==> src/rtl/ps2_frame_receiver.sv <==
// PS/2 receive front end: synchronizes and filters the PS/2 lines, then steps
// an external shift register one bit per falling clock edge and judges each frame.
module ps2_frame_receiver #(
    parameter int unsigned FRAME_BITS     = 11,
    parameter int unsigned FILTER_LEN     = 4,
    parameter int unsigned TIMEOUT_CYCLES = 5000
) (
    input  logic clk,
    input  logic reset,
    input  logic ps2_clk,
    input  logic ps2_data,
    output logic shift_enable,
    output logic shift_in,
    output logic sr_clear,
    output logic busy,
    output logic frame_done,
    output logic frame_error
);

    localparam int unsigned TW = $clog2(TIMEOUT_CYCLES + 1);
    localparam int unsigned CW = $clog2(FRAME_BITS + 1);

    typedef enum logic {
        IDLE,
        RECEIVE
    } state_t;

    logic          clk_meta_q, clk_meta_d;
    logic          clk_sync_q, clk_sync_d;
    logic          data_meta_q, data_meta_d;
    logic          data_sync_q, data_sync_d;
    logic          filt_clk_q, filt_clk_d;
    logic          filt_prev_q, filt_prev_d;
    logic [3:0]    filt_cnt_q, filt_cnt_d;
    state_t        state_q, state_d;
    logic [CW-1:0] bit_cnt_q, bit_cnt_d;
    logic          parity_q, parity_d;
    logic [TW-1:0] timer_q, timer_d;
    logic          check_q, check_d;
    logic          stop_q, stop_d;
    logic          shift_enable_q, shift_enable_d;
    logic          shift_in_q, shift_in_d;
    logic          sr_clear_q, sr_clear_d;
    logic          frame_done_q, frame_done_d;
    logic          frame_error_q, frame_error_d;
    logic          fe;

    assign fe = filt_prev_q & ~filt_clk_q;

    always_comb begin
        clk_meta_d  = ps2_clk;
        clk_sync_d  = clk_meta_q;
        data_meta_d = ps2_data;
        data_sync_d = data_meta_q;
        filt_prev_d = filt_clk_q;
        filt_clk_d  = filt_clk_q;
        filt_cnt_d  = '0;

        // The filtered level only moves after FILTER_LEN consecutive disagreeing samples.
        if (clk_sync_q != filt_clk_q) begin
            if (filt_cnt_q == 4'(FILTER_LEN - 1)) begin
                filt_clk_d = clk_sync_q;
            end else begin
                filt_cnt_d = filt_cnt_q + 4'd1;
            end
        end
    end

    always_comb begin
        state_d        = state_q;
        bit_cnt_d      = bit_cnt_q;
        parity_d       = parity_q;
        timer_d        = timer_q;
        check_d        = 1'b0;
        stop_d         = stop_q;
        shift_enable_d = 1'b0;
        shift_in_d     = 1'b0;
        sr_clear_d     = 1'b0;
        frame_done_d   = 1'b0;
        frame_error_d  = 1'b0;

        // Verdict lands one cycle after the stop bit's shift pulse.
        if (check_q) begin
            frame_done_d  = parity_q & stop_q;
            frame_error_d = ~(parity_q & stop_q);
        end

        case (state_q)
            IDLE: begin
                timer_d = '0;
                if (fe && !data_sync_q) begin
                    sr_clear_d     = 1'b1;
                    shift_enable_d = 1'b1;
                    shift_in_d     = 1'b0;
                    state_d        = RECEIVE;
                    bit_cnt_d      = CW'(1);
                    parity_d       = 1'b0;
                end
            end
            RECEIVE: begin
                if (fe) begin
                    shift_enable_d = 1'b1;
                    shift_in_d     = data_sync_q;
                    timer_d        = '0;
                    if (bit_cnt_q == CW'(FRAME_BITS - 1)) begin
                        state_d   = IDLE;
                        bit_cnt_d = '0;
                        check_d   = 1'b1;
                        stop_d    = data_sync_q;
                    end else begin
                        bit_cnt_d = bit_cnt_q + CW'(1);
                        parity_d  = parity_q ^ data_sync_q;
                    end
                end else if (timer_q == TW'(TIMEOUT_CYCLES - 1)) begin
                    frame_error_d = 1'b1;
                    state_d       = IDLE;
                    bit_cnt_d     = '0;
                    timer_d       = '0;
                end else begin
                    timer_d = timer_q + TW'(1);
                end
            end
            default: state_d = IDLE;
        endcase
    end

    always_ff @(posedge clk) begin
        if (reset) begin
            clk_meta_q     <= 1'b1;
            clk_sync_q     <= 1'b1;
            data_meta_q    <= 1'b1;
            data_sync_q    <= 1'b1;
            filt_clk_q     <= 1'b1;
            filt_prev_q    <= 1'b1;
            filt_cnt_q     <= '0;
            state_q        <= IDLE;
            bit_cnt_q      <= '0;
            parity_q       <= 1'b0;
            timer_q        <= '0;
            check_q        <= 1'b0;
            stop_q         <= 1'b0;
            shift_enable_q <= 1'b0;
            shift_in_q     <= 1'b0;
            sr_clear_q     <= 1'b0;
            frame_done_q   <= 1'b0;
            frame_error_q  <= 1'b0;
        end else begin
            clk_meta_q     <= clk_meta_d;
            clk_sync_q     <= clk_sync_d;
            data_meta_q    <= data_meta_d;
            data_sync_q    <= data_sync_d;
            filt_clk_q     <= filt_clk_d;
            filt_prev_q    <= filt_prev_d;
            filt_cnt_q     <= filt_cnt_d;
            state_q        <= state_d;
            bit_cnt_q      <= bit_cnt_d;
            parity_q       <= parity_d;
            timer_q        <= timer_d;
            check_q        <= check_d;
            stop_q         <= stop_d;
            shift_enable_q <= shift_enable_d;
            shift_in_q     <= shift_in_d;
            sr_clear_q     <= sr_clear_d;
            frame_done_q   <= frame_done_d;
            frame_error_q  <= frame_error_d;
        end
    end

    // busy stays up through the cycle the stop bit is shifted, before the verdict.
    assign busy         = (state_q == RECEIVE) | check_q;
    assign shift_enable = shift_enable_q;
    assign shift_in     = shift_in_q;
    assign sr_clear     = sr_clear_q;
    assign frame_done   = frame_done_q;
    assign frame_error  = frame_error_q;

endmodule

==> config.mk <==
export PLATFORM = sky130hd
export DESIGN_NAME = ps2_frame_receiver
export DESIGN_NICKNAME = d
export VERILOG_FILES = /design/src/rtl/ps2_frame_receiver.sv
export SDC_FILE = /design/constraint.sdc
export NUM_CORES = 1
export LEC_CHECK = 0
export BUFFER_PORTS_ARGS = -buffer_cell sky130_fd_sc_hd__buf_2
export CAP_MARGIN = 20
export CORE_MARGIN = 2
export CORE_UTILIZATION = 62
export CTS_BUF_LIST = sky130_fd_sc_hd__clkbuf_16
export CTS_CLUSTER_DIAMETER = 60
export DETAILED_ROUTE_END_ITERATION = 6
export GPL_TIMING_DRIVEN = 1
export PLACE_DENSITY = 0.81
export SLEW_MARGIN = 5
export SYNTH_ARGS = -nofsm -noshare
export SYNTH_HDL_FRONTEND = slang
export SYNTH_SLANG_ARGS = --single-unit
==> constraint.sdc <==
create_clock -name clk -period 5 [get_ports clk]
set_clock_uncertainty 0.05 [all_clocks]
set_input_delay 1 -clock clk [delete_from_list [all_inputs] [get_ports clk]]
set_output_delay 1 -clock clk [all_outputs]
set_load 0.05 [all_outputs]
==> parameters.txt, run 1 <==
Parameter                              Value

Placement
  IO buf count ... 9
  Detail Placement HPWL ... around 1800 um
  Placer's final routability congestion estimate ... slightly below 0.8
  Setup slack after placement ... 2.79 ns

Global route
  First-pass GRT wire length ... between 4000 and 5000 um
  Residual overflow from global routing ... 0
  Maximum number of pins on one net before global-route repair ... 19
  Antenna violations before repair ... 0
  Total Routing Usage GR ... 23.5%
  Number of global-route vias before repair ... between 1000 and 1500

Routing
  Initial drt markers ... 18
  Antenna-violating nets left ... 0
  First-pass iteration count of the detailed router ... 4
  Final routed wirelength across all metal layers ... roughly 2700 um
  Post-detailed-route wirelength per cell ... around 14 um
  Count of vias placed by the detailed router ... between 1000 and 1500
  DRC violation count after routing ... 0
  Via count normalized by instance count ... about 5.6

Final layout
  Layout cells sized above 1 ... 12.3%
  Final net count ... 179
  Commonest non-fill, non-tap cell in the layout ... sky130_fd_sc_hd__dfxtp_1
  Growth of design area from synthesis to finish ... 13.0%
  Diodes inserted ... 0
  Most frequent cells in the layout ... sky130_fd_sc_hd__dfxtp_1 (36), sky130_fd_sc_hd__nor2_1 (26), sky130_fd_sc_hd__xnor2_1 (10)
  Final core occ ... 74.7%

Power
  Power density over cell area ... ~350 mW/mm2
  Switching Share ... between 10% and 20%
  Worst vdd rail ir drop ... 349 uV
  Internal Power ... roughly 0.47 mW
  Logic pwr share ... 1.2%
  Clock power share ... 48.5%
  Seq pwr share ... around half
  Reported net switching power ... 0.107 mW
  Leakage power ... approximately 0.6 nW

Timing
  Highest Clock Rate ... between 0.4 and 0.5 GHz
  Max-slew violation count ... 0
  Final critical-path setup slack ... ~2.7 ns
  Worst-Margin Slew ... ~0.54 ns
  Number of setup violations in the final report ... 0
  Setup TNS ... 0 ns
  Final number of hold-violating endpoints ... 0
  Unrepaired setup endpoints after global routing ... no
  Crit share post-route ... 45.5%
  Worst hold slack after final layout ... ~0.36 ns
  Final critical delay including setup and external delays ... between 2 and 2.5 ns
  Slew margin rel. ... 63.7%

Die
  Top-level port count ... 10
  Total core area ... between 0.002 and 0.0025 mm2
  DIE WIDTH ... around 53 um
  # rows ... 17
  Vert. Die Dim ... between 50 and 60 um
  Floorplan die area ... about 0.0028 mm2
  Effective utilization at floorplan ... around 66%

Clock network
  Clock-pin slew reported for the worst setup and hold paths after clock tree synthesis ... 0.05 ns
  TritonCTS clock tree ... done
  Total clock buffers created by CTS ... 5
  Cts repair resizes ... 0
  Clk buf depth ... 2
  Hold buffer count at CTS ... 0
  H-tree levels ... 2
  Insertion delay of the later-clocked pin in the worst-skew pair ... between 0.2 and 0.3 ns
  Clk sink count ... 36
  Buffer cell driving the clock tree root ... sky130_fd_sc_hd__clkbuf_16
  Post-CTS setup repair buffer count ... 0

Setup path
  Worst endpoint required time ... roughly 4 ns
  Crit start category ... register
  Critical path peak fanout ... 11
  Critical path capture point type ... output port
  Critical path start-end classification ... register to output port
  Data arrival at the endpoint of the critical path ... between 1 and 1.5 ns

Logic synthesis
  Synthesized area per cell ... 9.14 um2
  Post-Synth Simple-Gate Area ... about 27%
  Share of the yosys chip area belonging to registers ... 49.3%
  Number of warning messages in the yosys log ... 0
  Area of the mapped netlist ... 0.00146 mm2
  Multiplexer share of the synthesized area ... ~1.4%
  Xor/xnor share of the synthesized area ... 8.38%
  Post-synthesis adder-cell area fraction ... under 10%
  Main combinational cell family by area after synthesis ... simple AND/OR/NAND/NOR gates
  Register bit count reported by yosys ... 36
  Number of library cell types mapped by synthesis ... 32
  Cell count after synthesis ... 160
  Net count after synthesis ... 168
  Post-synthesis compound-gate area fraction ... a little over 7%

Flow run
  Total of max-cap violations ... 0

Worst hold path
  Worst hold-check path type ... register to register

Status
  Outcome ... complete, no violations
-- power groups by stage --
| stage | combinational [mW] | sequential, mW | clock, mW |
|---|---|---|---|
| floorplan | 0.00470 | 0.296 | 0 |
| global placement | 0.00620 | 0.296 | 0 |
| detailed placement | 0.00642 | 0.296 | 0 |
| CTS | 0.00663 | 0.290 | 0.283 |
| global route | 0.00728 | 0.290 | 0.294 |
| finish | 0.00667 | 0.290 | 0.279 |
-- cell usage after synthesis --
cell type | n | area (um2)
sky130_fd_sc_hd__a311oi_1 | 1 | 8.76
sky130_fd_sc_hd__or3_1 | 3 | 18.8
sky130_fd_sc_hd__o31a_1 | 1 | 8.76
sky130_fd_sc_hd__nor4_1 | 2 | 12.5
sky130_fd_sc_hd__mux2i_1 | 2 | 20.0
sky130_fd_sc_hd__a32oi_1 | 1 | 8.76
sky130_fd_sc_hd__and3b_1 | 1 | 8.76
sky130_fd_sc_hd__nand4_1 | 4 | 25.0
sky130_fd_sc_hd__o31ai_1 | 2 | 15.0
sky130_fd_sc_hd__nand3_1 | 7 | 35.0
sky130_fd_sc_hd__dfxtp_1 | 36 | 721
sky130_fd_sc_hd__nand2_1 | 7 | 26.3
sky130_fd_sc_hd__o21ai_0 | 5 | 25.0
sky130_fd_sc_hd__ha_1 | 4 | 50.1
sky130_fd_sc_hd__xnor2_1 | 10 | 87.6
sky130_fd_sc_hd__or2_2 | 6 | 37.5
sky130_fd_sc_hd__o211a_1 | 1 | 10.0
sky130_fd_sc_hd__buf_4 | 1 | 7.51
sky130_fd_sc_hd__a21oi_1 | 6 | 30.0
sky130_fd_sc_hd__and3_1 | 2 | 12.5
sky130_fd_sc_hd__nor3_1 | 8 | 40.0
sky130_fd_sc_hd__inv_1 | 5 | 18.8
sky130_fd_sc_hd__nor2b_1 | 2 | 12.5
sky130_fd_sc_hd__nor2_1 | 26 | 97.6
sky130_fd_sc_hd__nand2b_1 | 1 | 6.26
sky130_fd_sc_hd__xor2_1 | 4 | 35.0
sky130_fd_sc_hd__nand4bb_1 | 1 | 11.3
sky130_fd_sc_hd__nand3b_1 | 3 | 22.5
sky130_fd_sc_hd__clkbuf_1 | 4 | 15.0
sky130_fd_sc_hd__nor3b_1 | 2 | 15.0
sky130_fd_sc_hd__nand4b_1 | 1 | 8.76
sky130_fd_sc_hd__or4_4 | 1 | 11.3
-- routing by layer --
metal | global-route usage (%) | wire length (um) | vias to the layer above
li1 | - | - | 572
met3 | 9.14 | 163 | 8
met4 | 10.3 | 60 | 0
met5 | 0 | 0 | -
met1 | 25.2 | 1200 | 518
met2 | 40.4 | 1310 | 26
-- through the flow --
stage,total power [mW],instance area (um2),instances
after global placement,0.302,1520,192
after global routing,0.591,1650,199
after detailed placement,0.302,1520,192
after floorplan,0.300,1460,160
after CTS,0.579,1650,199
final,0.576,1650,199
-- worst max-delay path, cell delays in order, from the launching register on --
cell and delay [ns]:
sky130_fd_sc_hd__dfxtp_1 0.41, sky130_fd_sc_hd__or2_2 0.33, sky130_fd_sc_hd__buf_2 0.21
-- cell families after synthesis --
| group | Yosys count |
|---|---|
| simple gates | 77 |
| xor+xnor | 14 |
| flops | 36 |
| buf+inv | 10 |
| compound gates | 17 |
| fa+ha+maj | 4 |
| mux | 2 |
-- final cells by class --
cell class	instances	area, um2
flip-flops and latches	36	721
multi-input cells	114	701
fillers	172	559
clock buffers	5	125
repair buffers	9	45.0
well taps	28	35.0
inverters	5	18.8
clock inverters	2	7.51
-- flip-flops by register name (all words and copies together), names as in the netlist --
name	flops
bit_cnt_q	4
check_q	1
clk_meta_q	1
clk_sync_q	1
data_meta_q	1
data_sync_q	1
filt_clk_q	1
filt_cnt_q	4
filt_prev_q	1
frame_done	1
frame_error	1
parity_q	1
shift_enable	1
shift_in	1
sr_clear	1
state_q	1
stop_q	1
timer_q	13
-- final timing paths --
kind / slack [ns] / startpoint / cells past startpoint / end
worst max-delay path: 2.72 / state_q$_SDFF_PP0_ / 2 / busy
worst min-delay path: 0.36 / clk_meta_q$_SDFF_PP1_ / 1 / clk_sync_q$_SDFF_PP1_
worst max register to register: 3.08 / timer_q[11]$_SDFF_PP0_ / 4 / timer_q[4]$_SDFF_PP0_
worst min register to register: 0.36 / clk_meta_q$_SDFF_PP1_ / 1 / clk_sync_q$_SDFF_PP1_
Note: power is estimated with default switching activity, not from simulation.
==> run 2, diff against run 1 <==
ABC_AREA = 1   (was default)
CORE_UTILIZATION = 58   (was 62)
PLACE_DENSITY = 0.77   (was 0.81)
clock period = 2.38 ns   (was 5 ns; I/O delays follow)
==> run 2 against run 1 <==
Critical endpoint unchanged. Combinational power grew 96%. Synthesized cell count increased by 20%. Worst setup slack worse by 1.9 ns. Cell count is 19% higher. Clock-buffer cell count stayed put.
==> parameters.txt, run 2 <==
Parameter                              Value

Setup path
  Critical path start-end classification ... register to output port (unchanged)
  Critical path peak fanout ... 4 (was 11)
  Critical path capture point type ... output port (unchanged)
  Crit start category ... register (unchanged)
  Worst endpoint required time ... 1.85 ns (was 3.95 ns)
  Data arrival at the endpoint of the critical path ... 1.05 ns (was 1.23 ns)

Clock network
  H-tree levels ... 2 (unchanged)
  Clk sink count ... 36 (unchanged)
  Clk buf depth ... 2 (unchanged)
  TritonCTS clock tree ... done (unchanged)
  Clock-pin slew reported for the worst setup and hold paths after clock tree synthesis ... 0.05 ns (about the same)
  Buffer cell driving the clock tree root ... sky130_fd_sc_hd__clkbuf_16 (unchanged)
  Post-CTS setup repair buffer count ... 0 (unchanged)
  Hold buffer count at CTS ... 0 (unchanged)
  Cts repair resizes ... 0 (unchanged)
  Insertion delay of the later-clocked pin in the worst-skew pair ... 0.27 ns (was 0.28 ns)
  Total clock buffers created by CTS ... 5 (unchanged)

Power
  Power density over cell area ... 770 mW/mm2 (was 349 mW/mm2)
  Worst vdd rail ir drop ... 785 uV (was 349 uV)
  Logic pwr share ... 1.0% (was 1.2%)
  Switching Share ... 17.6% (was 18.6%)
  Internal Power ... 1.10 mW (was 0.469 mW)
  Post-route total power ... 1.33 mW (was 0.576 mW)
  Seq pwr share ... 45.7% (was 50.3%)
  Reported net switching power ... 0.234 mW (was 0.107 mW)
  Clock power share ... 53.3% (was 48.5%)
  Leakage power ... 0.666 nW (was 0.601 nW)

Die
  Effective utilization at floorplan ... 60.8% (was 66.1%)
  Top-level port count ... 10 (unchanged)
  DIE WIDTH ... 54.7 um (was 52.6 um)
  Total core area ... 0.00245 mm2 (was 0.00221 mm2)
  # rows ... 18 (was 17)
  Vert. Die Dim ... 54.7 um (was 52.6 um)
  Floorplan die area ... 0.00300 mm2 (was 0.00276 mm2)

Routing
  Count of vias placed by the detailed router ... 1242 (was 1124)
  First-pass iteration count of the detailed router ... 4 (unchanged)
  Final routed wirelength across all metal layers ... 2720 um (was 2730 um)
  Via count normalized by instance count ... 5.24 (was 5.65)
  Post-detailed-route wirelength per cell ... 11.5 um (was 13.7 um)
  Antenna-violating nets left ... 0 (unchanged)
  DRC violation count after routing ... 0 (unchanged)
  Initial drt markers ... 29 (was 18)

Logic synthesis
  Synthesized area per cell ... 7.77 um2 (was 9.14 um2)
  Top cell types by occurrence after synthesis ... sky130_fd_sc_hd__nand2_1 (45), sky130_fd_sc_hd__dfxtp_1 (36), sky130_fd_sc_hd__a21oi_1 (16), sky130_fd_sc_hd__nor2_1 (16), sky130_fd_sc_hd__inv_1 (15) (was sky130_fd_sc_hd__dfxtp_1 (36), sky130_fd_sc_hd__nor2_1 (26), sky130_fd_sc_hd__xnor2_1 (10))
  Async set-or-reset flop fraction in the synthesized netlist ... 0% (unchanged)
  Net count after synthesis ... 200 (was 168)
  Yosys top cell area share ... 48.3% (was 49.3%)
  Ranking of synthesized cells by area ... sky130_fd_sc_hd__dfxtp_1 (48%), sky130_fd_sc_hd__nand2_1 (11%), sky130_fd_sc_hd__a21oi_1 (5.4%) (was sky130_fd_sc_hd__dfxtp_1 (49%), sky130_fd_sc_hd__nor2_1 (6.7%), sky130_fd_sc_hd__xnor2_1 (6.0%))
  Share of the yosys chip area belonging to registers ... 48.3% (was 49.3%)
  Number of library cell types mapped by synthesis ... 30 (was 32)
  Register bit count reported by yosys ... 36 (unchanged)
  Cell taking the most area after synthesis ... sky130_fd_sc_hd__dfxtp_1 (unchanged)
  Number of enable-type register cells in the synthesized netlist ... 0 (unchanged)
  Area of the mapped netlist ... 0.00149 mm2 (was 0.00146 mm2)
  Primary FF master, synth ... sky130_fd_sc_hd__dfxtp_1 (unchanged)
  Number of warning messages in the yosys log ... 0 (unchanged)
  Cell count after synthesis ... 192 (was 160)
  Most frequently used cell type in the post-synthesis netlist ... sky130_fd_sc_hd__nand2_1 (was sky130_fd_sc_hd__dfxtp_1)

Final layout
  Diodes inserted ... 0 (unchanged)
  Most frequent cells in the layout ... sky130_fd_sc_hd__nand2_1 (45), sky130_fd_sc_hd__dfxtp_1 (36), sky130_fd_sc_hd__nor2_1 (16), sky130_fd_sc_hd__a21oi_1 (16), sky130_fd_sc_hd__inv_1 (15) (was sky130_fd_sc_hd__dfxtp_1 (36), sky130_fd_sc_hd__nor2_1 (26), sky130_fd_sc_hd__xnor2_1 (10))
  Layout cells sized above 1 ... 17.4% (was 12.3%)
  Commonest non-fill, non-tap cell in the layout ... sky130_fd_sc_hd__nand2_1 (was sky130_fd_sc_hd__dfxtp_1)
  Final net count ... 214 (was 179)
  Largest register FFs ... 13 (unchanged)
  Growth of design area from synthesis to finish ... 15.8% (was 13.0%)
  Non-filler instance count after layout ... 237 (was 199)
  Largest registers in the final layout ... timer_q: 13 flops, bit_cnt_q: 4 flops, filt_cnt_q: 4 flops (unchanged)
  Top reg by flops ... timer_q (unchanged)
  Final instance area ... 0.00173 mm2 (was 0.00165 mm2)
  Final core occ ... 70.4% (was 74.7%)

Global route
  Residual overflow from global routing ... 0 (unchanged)
  Maximum number of pins on one net before global-route repair ... 15 (was 19)
  Number of global-route vias before repair ... 1136 (was 1095)
  Total Routing Usage GR ... 22.0% (was 23.5%)
  First-pass GRT wire length ... 4500 um (was 4620 um)
  Antenna violations before repair ... 0 (unchanged)

Placement
  Cell Area, Placed ... 0.00157 mm2 (was 0.00152 mm2)
  # placed instances ... 229 (was 192)
  Detail Placement HPWL ... 1920 um (was 1850 um)
  IO buf count ... 9 (unchanged)
  Placer's final routability congestion estimate ... 0.892 (was 0.783)

Timing
  Crit share post-route ... 66.3%
  Unrepaired setup endpoints after global routing ... no (unchanged)
  Final number of hold-violating endpoints ... 0 (unchanged)
  Slew margin rel. ... 78.3% (was 63.7%)
  Max-slew violation count ... 0 (unchanged)
  Final critical delay including setup and external delays ... 1.58 ns
  Worst-Margin Slew ... 0.323 ns (was 0.542 ns)
  Highest Clock Rate ... approximately 0.63 GHz
  Setup TNS ... 0 ns (unchanged)
  Number of setup violations in the final report ... 0 (unchanged)

Status
  Outcome ... complete, no violations (unchanged)

Flow run
  Total of max-cap violations ... 0 (unchanged)

Worst hold path
  Worst hold-check path type ... input port to register (was register to register)
[run 2: critical path, cell delays in order, from the launching register on]
cell	delay, ns
sky130_fd_sc_hd__dfxtp_1	0.37
sky130_fd_sc_hd__inv_2	0.09
sky130_fd_sc_hd__nand2_1	0.06
sky130_fd_sc_hd__buf_2	0.25
[run 2: cells by family (layout without fill, tap and decap cells)]
family | Yosys count | count (layout) | share of synthesized area, %
DFF | 36 | 36 | 48.3
buffers and inverters | 26 | 41 | 6.62
xor gates and xnor gates | 3 | 3 | 1.76
and+or+nand+nor | 97 | 97 | 30.3
adders and majority gates | 4 | 4 | 3.35
AOI/OAI and AO/OA | 26 | 26 | 9.64
[run 2: through the flow]
stage,worst slack [ns],hold WS [ns]
6_report,0.803,0.331
3_3_place_gp,0.935,0.347
5_1_grt,0.677,0.330
4_1_cts,0.800,0.324
2_1_floorplan,1.06,0.339
3_5_place_dp,0.886,0.345
[run 2: cell type report]
type	instances	area [um2]
clock inverter	3	37.5
timing repair buffer	9	45.0
multi-input combinational	130	673
tap	30	37.5
inverter	24	90.1
clock buffer	5	125
sequential	36	721
fill	200	726
[run 2: path summary, 6_finish.rpt]
check	startpoint	slack (ns)	end	cells past startpoint
hold reg to reg	clk_meta_q$_SDFF_PP1_	0.36	clk_sync_q$_SDFF_PP1_	1
setup / recovery	state_q$_SDFF_PP0_	0.80	busy	3
setup reg to reg	timer_q[0]$_SDFF_PP0_	0.85	timer_q[12]$_SDFF_PP0_	7
hold / removal	ps2_clk	0.33	clk_meta_q$_SDFF_PP1_	2
[run 2: metal layers]
metal  up-vias  track usage (%)  routed length (um)
li1        649                -                   -
met1       557             22.0                1230
met2        28             37.5                1300
met3         8             8.47                 116
met4         0             14.2                  79
met5         -                0                   0
[run 2: power groups by stage]
stage	logic, mW	clock network (mW)	registers, mW
after CTS	0.0132	0.725	0.609
after floorplan	0.00855	0	0.621
after global routing	0.0149	0.755	0.609
final	0.0131	0.710	0.609
after detailed placement	0.0131	0	0.622
after global placement	0.0125	0	0.621
